File: src/rtl/mem_interface_unit.sv
// Memory-side responder for the instruction unit load/store interface.
// A load is one read beat returning a byte; a store is two little-endian write beats.
// Each beat is a req/ack handshake bounded by a timeout; every request ends with a
// one-cycle mem_done pulse, issued in the cycle after the FSM leaves its DONE state.
module mem_interface_unit #(
  parameter int unsigned ADDR_W  = 14,
  parameter int unsigned TIMEOUT = 64
) (
  input  logic              clk,
  input  logic              reset_n,
  input  logic              load,
  input  logic              store,
  input  logic [ADDR_W-1:0] addr,
  input  logic [15:0]       result,
  output logic [7:0]        data,
  output logic              mem_done,
  output logic              busy,
  output logic              err,
  input  logic              err_clr,
  output logic              mem_req,
  output logic              mem_we,
  output logic [ADDR_W-1:0] mem_addr,
  output logic [7:0]        mem_wdata,
  input  logic [7:0]        mem_rdata,
  input  logic              mem_ack
);

  localparam int unsigned CntW = $clog2(TIMEOUT + 1);

  typedef enum logic [2:0] {StIdle, StRd, StWrLo, StWrHi, StDone} state_e;

  state_e            state_q;
  logic [ADDR_W-1:0] addr_q;
  logic [7:0]        result_hi_q;
  logic [CntW-1:0]   cnt_q;
  logic [7:0]        data_q;
  logic              done_q;
  logic              busy_q;
  logic              err_q;
  logic              req_q;
  logic              we_q;
  logic [ADDR_W-1:0] maddr_q;
  logic [7:0]        wdata_q;

  logic [CntW-1:0]   cnt_inc;
  logic              beat_timeout;

  // Abort a beat on the req cycle that would take the wait counter to TIMEOUT.
  always_comb begin
    cnt_inc      = cnt_q + 1'b1;
    beat_timeout = req_q && !mem_ack && (cnt_inc == CntW'(TIMEOUT));
  end

  // Transaction FSM with all outputs registered alongside the state.
  always_ff @(posedge clk or negedge reset_n) begin
    if (!reset_n) begin
      state_q     <= StIdle;
      addr_q      <= '0;
      result_hi_q <= '0;
      cnt_q       <= '0;
      data_q      <= '0;
      done_q      <= 1'b0;
      busy_q      <= 1'b0;
      err_q       <= 1'b0;
      req_q       <= 1'b0;
      we_q        <= 1'b0;
      maddr_q     <= '0;
      wdata_q     <= '0;
    end else begin
      done_q <= 1'b0;
      // A timeout later in this block overrides the clear.
      if (err_clr) err_q <= 1'b0;
      case (state_q)
        StIdle: begin
          if (load) begin
            addr_q  <= addr;
            maddr_q <= addr;
            we_q    <= 1'b0;
            req_q   <= 1'b1;
            cnt_q   <= '0;
            busy_q  <= 1'b1;
            state_q <= StRd;
          end else if (store) begin
            addr_q      <= addr;
            result_hi_q <= result[15:8];
            maddr_q     <= addr;
            we_q        <= 1'b1;
            wdata_q     <= result[7:0];
            req_q       <= 1'b1;
            cnt_q       <= '0;
            busy_q      <= 1'b1;
            state_q     <= StWrLo;
          end
        end
        StRd: begin
          if (mem_ack) begin
            data_q  <= mem_rdata;
            req_q   <= 1'b0;
            state_q <= StDone;
          end else if (beat_timeout) begin
            data_q  <= 8'hFF;
            err_q   <= 1'b1;
            req_q   <= 1'b0;
            state_q <= StDone;
          end else begin
            cnt_q <= cnt_inc;
          end
        end
        StWrLo: begin
          if (mem_ack) begin
            req_q   <= 1'b0;
            state_q <= StWrHi;
          end else if (beat_timeout) begin
            err_q   <= 1'b1;
            req_q   <= 1'b0;
            state_q <= StDone;
          end else begin
            cnt_q <= cnt_inc;
          end
        end
        StWrHi: begin
          // First cycle here is the req gap; the high beat starts at its end.
          if (!req_q) begin
            req_q   <= 1'b1;
            maddr_q <= addr_q + ADDR_W'(1);
            wdata_q <= result_hi_q;
            cnt_q   <= '0;
          end else if (mem_ack) begin
            req_q   <= 1'b0;
            state_q <= StDone;
          end else if (beat_timeout) begin
            err_q   <= 1'b1;
            req_q   <= 1'b0;
            state_q <= StDone;
          end else begin
            cnt_q <= cnt_inc;
          end
        end
        StDone: begin
          done_q  <= 1'b1;
          busy_q  <= 1'b0;
          state_q <= StIdle;
        end
        default: begin
          req_q   <= 1'b0;
          busy_q  <= 1'b0;
          state_q <= StIdle;
        end
      endcase
    end
  end

  assign data      = data_q;
  assign mem_done  = done_q;
  assign busy      = busy_q;
  assign err       = err_q;
  assign mem_req   = req_q;
  assign mem_we    = we_q;
  assign mem_addr  = maddr_q;
  assign mem_wdata = wdata_q;

endmodule
File: config.mk
export PLATFORM = sky130hd
export DESIGN_NAME = mem_interface_unit
export DESIGN_NICKNAME = d
export VERILOG_FILES = /design/src/rtl/mem_interface_unit.sv
export SDC_FILE = /design/constraint.sdc
export NUM_CORES = 1
export LEC_CHECK = 0
export CAP_MARGIN = 5
export CORE_MARGIN = 8
export CORE_UTILIZATION = 38
export DETAILED_ROUTE_END_ITERATION = 12
export PLACE_DENSITY = 0.69
export SLEW_MARGIN = 5
export SYNTH_ARGS = -nofsm -noshare
export SYNTH_HDL_FRONTEND = slang
export SYNTH_SLANG_ARGS = --single-unit
File: constraint.sdc
create_clock -name clk -period 1.8 [get_ports clk]
set_clock_uncertainty 0.05 [all_clocks]
set_input_delay 0.45 -clock clk [delete_from_list [all_inputs] [get_ports clk]]
set_output_delay 0.45 -clock clk [all_outputs]
set_load 0.02 [all_outputs]
==> results.cfg, run 1 <==
[worst_setup_path]
required_ns = 1.97
reg2regPathDepth = 6
crit_type = reg2reg
arrival_ns = 2.03
startpoint_type = flop
cp-end-kind = flop
crit_fanout = 8

[cts]
clkSinkCount = 67
cts_tree = yes
cts_made_buffers = 9
clock_path_buffers = 2
postCtsHoldBufs = 0
htreeDepth = 3
clkTransAtPathRegs_ns = 0.07
root_buffer = clkbuf_8
insertion_delay_ns = 0.34

[power_and_ir_drop]
power_w = 0.00807
leakage_nw = 2.18
vdd_ir_drop_max_mv = 0.827
power_density_nw_per_um2 = 1680

[detailed_routing]
dr_total_vias = 2703
wl_per_cell_um = 15.5
drt_iter0_drc = 80
drt.antenna.violating_nets = 0
viasPerCell = 5.03
drc = 0
wl_um = 8330
drt-pass1-iter-count = 4

[yosys]
synthMuxAreaShare = 0.119
synth_xor_area_frac = 0.0391
synth_compound_area_frac = 0.138
synth.top_cell.area_share = 0.499
synth_warnings = 0
netlist_instances = 308
ys_top_cells_by_area = dfrtp_1 (50%), mux2_2 (7.4%), mux2i_1 (4.5%), nand2_1 (3.7%), o21ai_0 (3.0%)
synth-edff-count = 0
synth_seq_cells = 67
synth_top_family_by_area = simple AND/OR/NAND/NOR gates
synthAdderAreaFrac = 0.0112
syn_avg_cell_area_um2 = 10.9
synth-async-reset-ratio = 1.00
synth_area_um2 = 3360
yosysTopAreaCell = dfrtp_1
syn_nets = 355
yosysSeqAreaShare = 0.499
synth.distinct_cells = 55
synthSimpleGateAreaFrac = 0.159
synth_ff_type = dfrtp_1

[sta]
finalHoldViolCount = 0
slew_violations = 0
rsz0062_at_grt = yes
fmax_mhz = 540
setup_tns_ns = -0.0710
post-route-min-period_ns = 1.85
finalWorstSetupSlack_ns = -0.0507
finalSetupViolCount = 2
fin_crit_sh = 1.03
tightest_slew_ns = 0.478
slew-limit-headroom = 0.679

[run_status]
status = finished, violations left
violations = negative setup slack

[global_routing]
grtUsageTotal = 0.145
antenna_found_initial = 0
grt_pass1_vias = 2872
grt_max_degree = 68
grt_overflow = 0
grt_pass1_wl_um = 14000

[worst_hold_path]
hp-class = in2async

[placement]
pre_cts_ws_ns = -0.299
place_area_um2 = 4530
gp_congestion = 0.818
place_hpwl_um = 6140
port_buffers = 78

[layout]
ff_latch_area_um2 = 1680
final_nets = 471
fill_cells = 757
synthToLayoutAreaGrowth_pct = 43.5
multi_input_area_um2 = 1640
post-route-util = 0.558
drive_gt1_frac = 0.254
final_cell_mix = dfrtp_1 (61), clkdlybuf4s50_1 (43), buf_4 (37)
num_antenna_cells = 0
fin_area_um2 = 4820
layout_commonest_cell = dfrtp_1

[floorplan]
coreArea_um2 = 8640
die_width_um = 110
num_io_pins = 79
start_util = 0.389
fp.dieH_um = 110
core.rowCount = 34
dieArea_um2 = 12100

[job]
cap_viol_max_count = 0
==> routing by layer <==
layer	GRT usage	vias to the layer above	wire length (um)	part of all wire
li1	-	1333	-	-
met1	0.184	1304	3650	0.44
met2	0.234	54	4180	0.50
met3	0.0343	12	359	0.043
met4	0.0608	0	139	0.017
met5	0	-	0	0
==> per-stage QoR <==
step	std cells	hold slack, ns
after global routing	537	0.0966
after CTS	533	0.0826
after floorplan	308	0.104
final	537	0.0547
after detailed placement	516	0.423
after global placement	516	0.420
==> final cells by class <==
class	instances	area share
well taps	108	0.0281
multi-input cells	220	0.340
clock buffers	12	0.0322
repair buffers	121	0.231
inverters	5	0.00390
flip-flops and latches	67	0.350
clock inverters	4	0.0151
==> final timing paths <==
check / start / to / slack (ns)
worst max-delay path: cnt_q[0] / cnt_q[0] / -0.05
worst min-delay path: reset_n / mem_addr[7] / 0.05
worst max register to register: cnt_q[0] / cnt_q[0] / -0.05
worst min register to register: mem_addr[7] / mem_addr[7] / 0.43
max in group asynchronous: reset_n / state_q[1] / 1.33
min in group clk: mem_addr[7] / mem_addr[7] / 0.43
==> timing repair <==
| action | CTS | global route |
|---|---|---|
| endpoints found under the setup margin | 46 | 20 |
| cloned | 0 | 0 |
| setup buffers | 1 | 4 |
| resized for setup | 42 | 10 |
| endpoints found under the hold margin | 0 | 0 |
| pin swaps | 7 | 11 |
==> report_power, final <==
| part | internal [W] | switching, W |
|---|---|---|
| clock | 0.000854 | 0.000567 |
| sequential | 0.00221 | 0.000543 |
| combinational | 0.00192 | 0.00198 |
| total | 0.00498 | 0.00309 |
==> logic make-up (layout without fill, tap and decap cells) <==
family / after synthesis / after routing
AO/OA/AOI/OAI: 65 / 65
XOR/XNOR: 15 / 15
adder cells (fa/ha/maj): 3 / 3
buffers and inverters: 21 / 142
flip-flops: 67 / 67
multiplexers: 37 / 37
AND/OR/NAND/NOR: 100 / 100
==> worst max-delay path, cell delays in order, from the launching register on <==
cell,delay [ns]
dfrtp_2,0.46
ha_4,0.20
nor4b_4,0.27
or2_4,0.18
o32ai_4,0.12
and2_4,0.18
mux2_2,0.25
==> Yosys cell counts, types with 3 or more instances <==
master	n
a21oi_1	10
a22oi_1	3
and3_1	7
buf_2	9
buf_6	3
dfrtp_1	67
ha_1	3
inv_1	5
mux2_2	22
mux2i_1	15
nand2_1	33
nand3_1	9
nand4_1	3
nor2_1	21
nor3_1	7
o21ai_0	20
o21ai_1	7
o22a_1	8
xnor2_1	5
xor2_1	10
==> state kept, by name, summed over array words and instances, names as in the netlist <==
| register | count |
|---|---|
| data | 8 |
| addr_q | 14 |
| result_hi_q | 8 |
| mem_done | 1 |
| busy | 1 |
| mem_req | 1 |
| mem_we | 1 |
| mem_addr | 14 |
| state_q | 3 |
| cnt_q | 7 |
| err | 1 |
| mem_wdata | 8 |
(Power assumes the default switching activity.)
==> inputs of run 2 (changes only) <==
ABC_AREA = 1   (was not set)
DONT_BUFFER_PORTS = 1   (was not set)
PLACE_DENSITY = 0.57   (was 0.69)
==> run 2 against run 1 <==
Compared with the run above:
- the flow finishes with violations (negative hold slack)
- global-route usage hardly changed
- non-clock buffer count is 99 lower
- sequential cell count stayed put
- setup slack better by 0.13 ns
- critical path type unchanged
- highest routed layer unchanged
==> results.cfg, run 2 <==
[cts]
cts_tree = yes
insertion_delay_ns = 0.34
clkSinkCount = 67
clock_path_buffers = 2
htreeDepth = 3
root_buffer = clkbuf_8
cts_made_buffers = 9
clkTransAtPathRegs_ns = 0.08

[yosys]
synth-async-reset-ratio = 1.00
synth_seq_cells = 67
netlist_instances = 407
yosysSeqAreaShare = 0.499
synth_warnings = 0
yosys-top-cells-count = nand2_1 (123), dfrtp_1 (67), nor2_1 (37)
synth_ff_type = dfrtp_1
ys_top_cells_by_area = dfrtp_1 (50%), nand2_1 (14%), o21ai_0 (4.6%), nor2_1 (4.1%), nand3_1 (3.3%)
yosysTopAreaCell = dfrtp_1
yosysMostFrequentCell = nand2_1
synth_area_um2 = 3360
synth.top_cell.area_share = 0.499
synth-edff-count = 0
syn_nets = 454
syn_avg_cell_area_um2 = 8.26
synth.distinct_cells = 37

[layout]
post-route-util = 0.454
synthToLayoutAreaGrowth_pct = 16.8
final_cell_mix = nand2_1 (119), dfrtp_1 (66), nor2_1 (34)
drive_gt1_frac = 0.209
final_nets = 477
fin_area_um2 = 3920
layout_commonest_cell = nand2_1
num_antenna_cells = 0
layout.cells.non_filler = 543

[sta]
rsz0062_at_grt = yes
fmax_mhz = 581
tightest_slew_ns = 0.402
setup_tns_ns = 0
slew_violations = 0
finalHoldViolCount = 67
hold_slack_ns = -0.254
fin_crit_sh = 0.956
finalSetupViolCount = 0
post-route-min-period_ns = 1.72
slew-limit-headroom = 0.729

[floorplan]
num_io_pins = 79
start_util = 0.389
coreArea_um2 = 8640
dieArea_um2 = 12100
core.rowCount = 34
die_width_um = 110
fp.dieH_um = 110

[worst_setup_path]
cp_slowest_stage_delay_ns = 0.42
crit_fanout = 6
cp_common_cell = nand2_2
arrival_ns = 1.90
critPathTopFamily = simple AND/OR/NAND/NOR gates
worst-path-buf-inv = 2
startpoint_type = flop
slowest_stage = dfrtp_1
required_ns = 1.98
cp-end-kind = flop
crit_type = reg2reg
crit_chain = ha_4 -> nand3_4 -> nand2_2 -> nand2_2 -> inv_2 -> nand2_2 -> nor2_4 -> nand2_4 -> nand2_8 -> clkinvlp_4 -> nand3b_1 -> nand2_1

[placement]
place_area_um2 = 3590
gp_congestion = 0.813
place_hpwl_um = 6090
port_buffers = 0
placedCellCount = 524

[global_routing]
grt_overflow = 0
antenna_found_initial = 0
grt_pass1_wl_um = 13800
grt_max_degree = 68
grt_pass1_vias = 2752
grtUsageTotal = 0.146

[run_status]
violations = negative hold slack
status = finished, violations left

[detailed_routing]
drt-pass1-iter-count = 4
drc = 0
wl_um = 8670
drt-met1-wl_um = 3800
wl_met2_um = 3910
dr_total_vias = 2775
drt.antenna.violating_nets = 0
dr.max_layer_used = met4
wl_per_cell_um = 16.0
viasPerCell = 5.11
wl_met3_um = 856
drt_iter0_drc = 111

[job]
cap_viol_max_count = 0

[power_and_ir_drop]
vdd_ir_drop_max_mv = 0.690
power_density_nw_per_um2 = 1810
leakage_nw = 1.83

[worst_hold_path]
hp-class = in2async
[run 2: path summary, 6_finish.rpt]
kind / start / to / slack (ns) / cells past startpoint
hold reg to reg: result_hi_q[7] / result_hi_q[7] / 0.46 / 1
hold / removal: reset_n / data[4] / -0.25 / 0
setup reg to reg: cnt_q[1] / cnt_q[2] / 0.08 / 12
max in group asynchronous: reset_n / cnt_q[2] / 1.83 / 0
min in group clk: err_clr / err / 0.15 / 1
setup / recovery: cnt_q[1] / cnt_q[2] / 0.08 / 12
[run 2: power by group]
group,internal [W],switching (W),total (W)
clock network,0.000777,0.000581,0.00136
logic,0.00100,0.00156,0.00257
registers,0.00220,0.000985,0.00318
total,0.00398,0.00313,0.00711
[run 2: kinds of logic after synthesis]
group	Yosys count	share of synthesized area
DFF	67	0.499
xor gates and xnor gates	3	0.00782
buffers and inverters	44	0.0547
adders and majority gates	3	0.0112
AOI/OAI and AO/OA	68	0.117
muxes	8	0.0268
and+or+nand+nor	214	0.284
[run 2: layout make-up]
| class | count | area, um^2 |
|---|---|---|
| flip-flops and latches | 67 | 1680 |
| well taps | 108 | 135 |
| fillers | 845 | 4710 |
| clock buffers | 11 | 131 |
| inverters | 33 | 130 |
| clock inverters | 5 | 77.6 |
| multi-input cells | 297 | 1600 |
| repair buffers | 22 | 176 |
[run 2: layer usage]
layer	vias up	GRT usage
met2	83	0.219
met4	0	0.0473
met1	1313	0.179
met5	-	0
met3	9	0.0709
li1	1370	-
[run 2: per-stage QoR]
step                      total power, W  setup slack, ns
final                            0.00711           0.0786
after global routing             0.00773          -0.0284
after CTS                        0.00710           0.0347
after detailed placement         0.00570           0.0383
after global placement           0.00564           0.0883
after floorplan                  0.00490           0.0572
[run 2: worst register-to-register path, cell delays in order (launching register included)]
cell,delay (ns)
dfrtp_1,0.42
ha_4,0.18
nand3_4,0.09
nand2_2,0.08
nand2_2,0.06
inv_2,0.06
nand2_2,0.05
nor2_4,0.12
nand2_4,0.08
nand2_8,0.09
clkinvlp_4,0.15
nand3b_1,0.13
nand2_1,0.06
[run 2: repair_timing]
action / 4_1_cts / 5_1_grt
buffers inserted: 0 / 2
gates resized for setup: 0 / 26
setup endpoints to repair: 0 / 25
endpoints found under the hold margin: 67 / 67
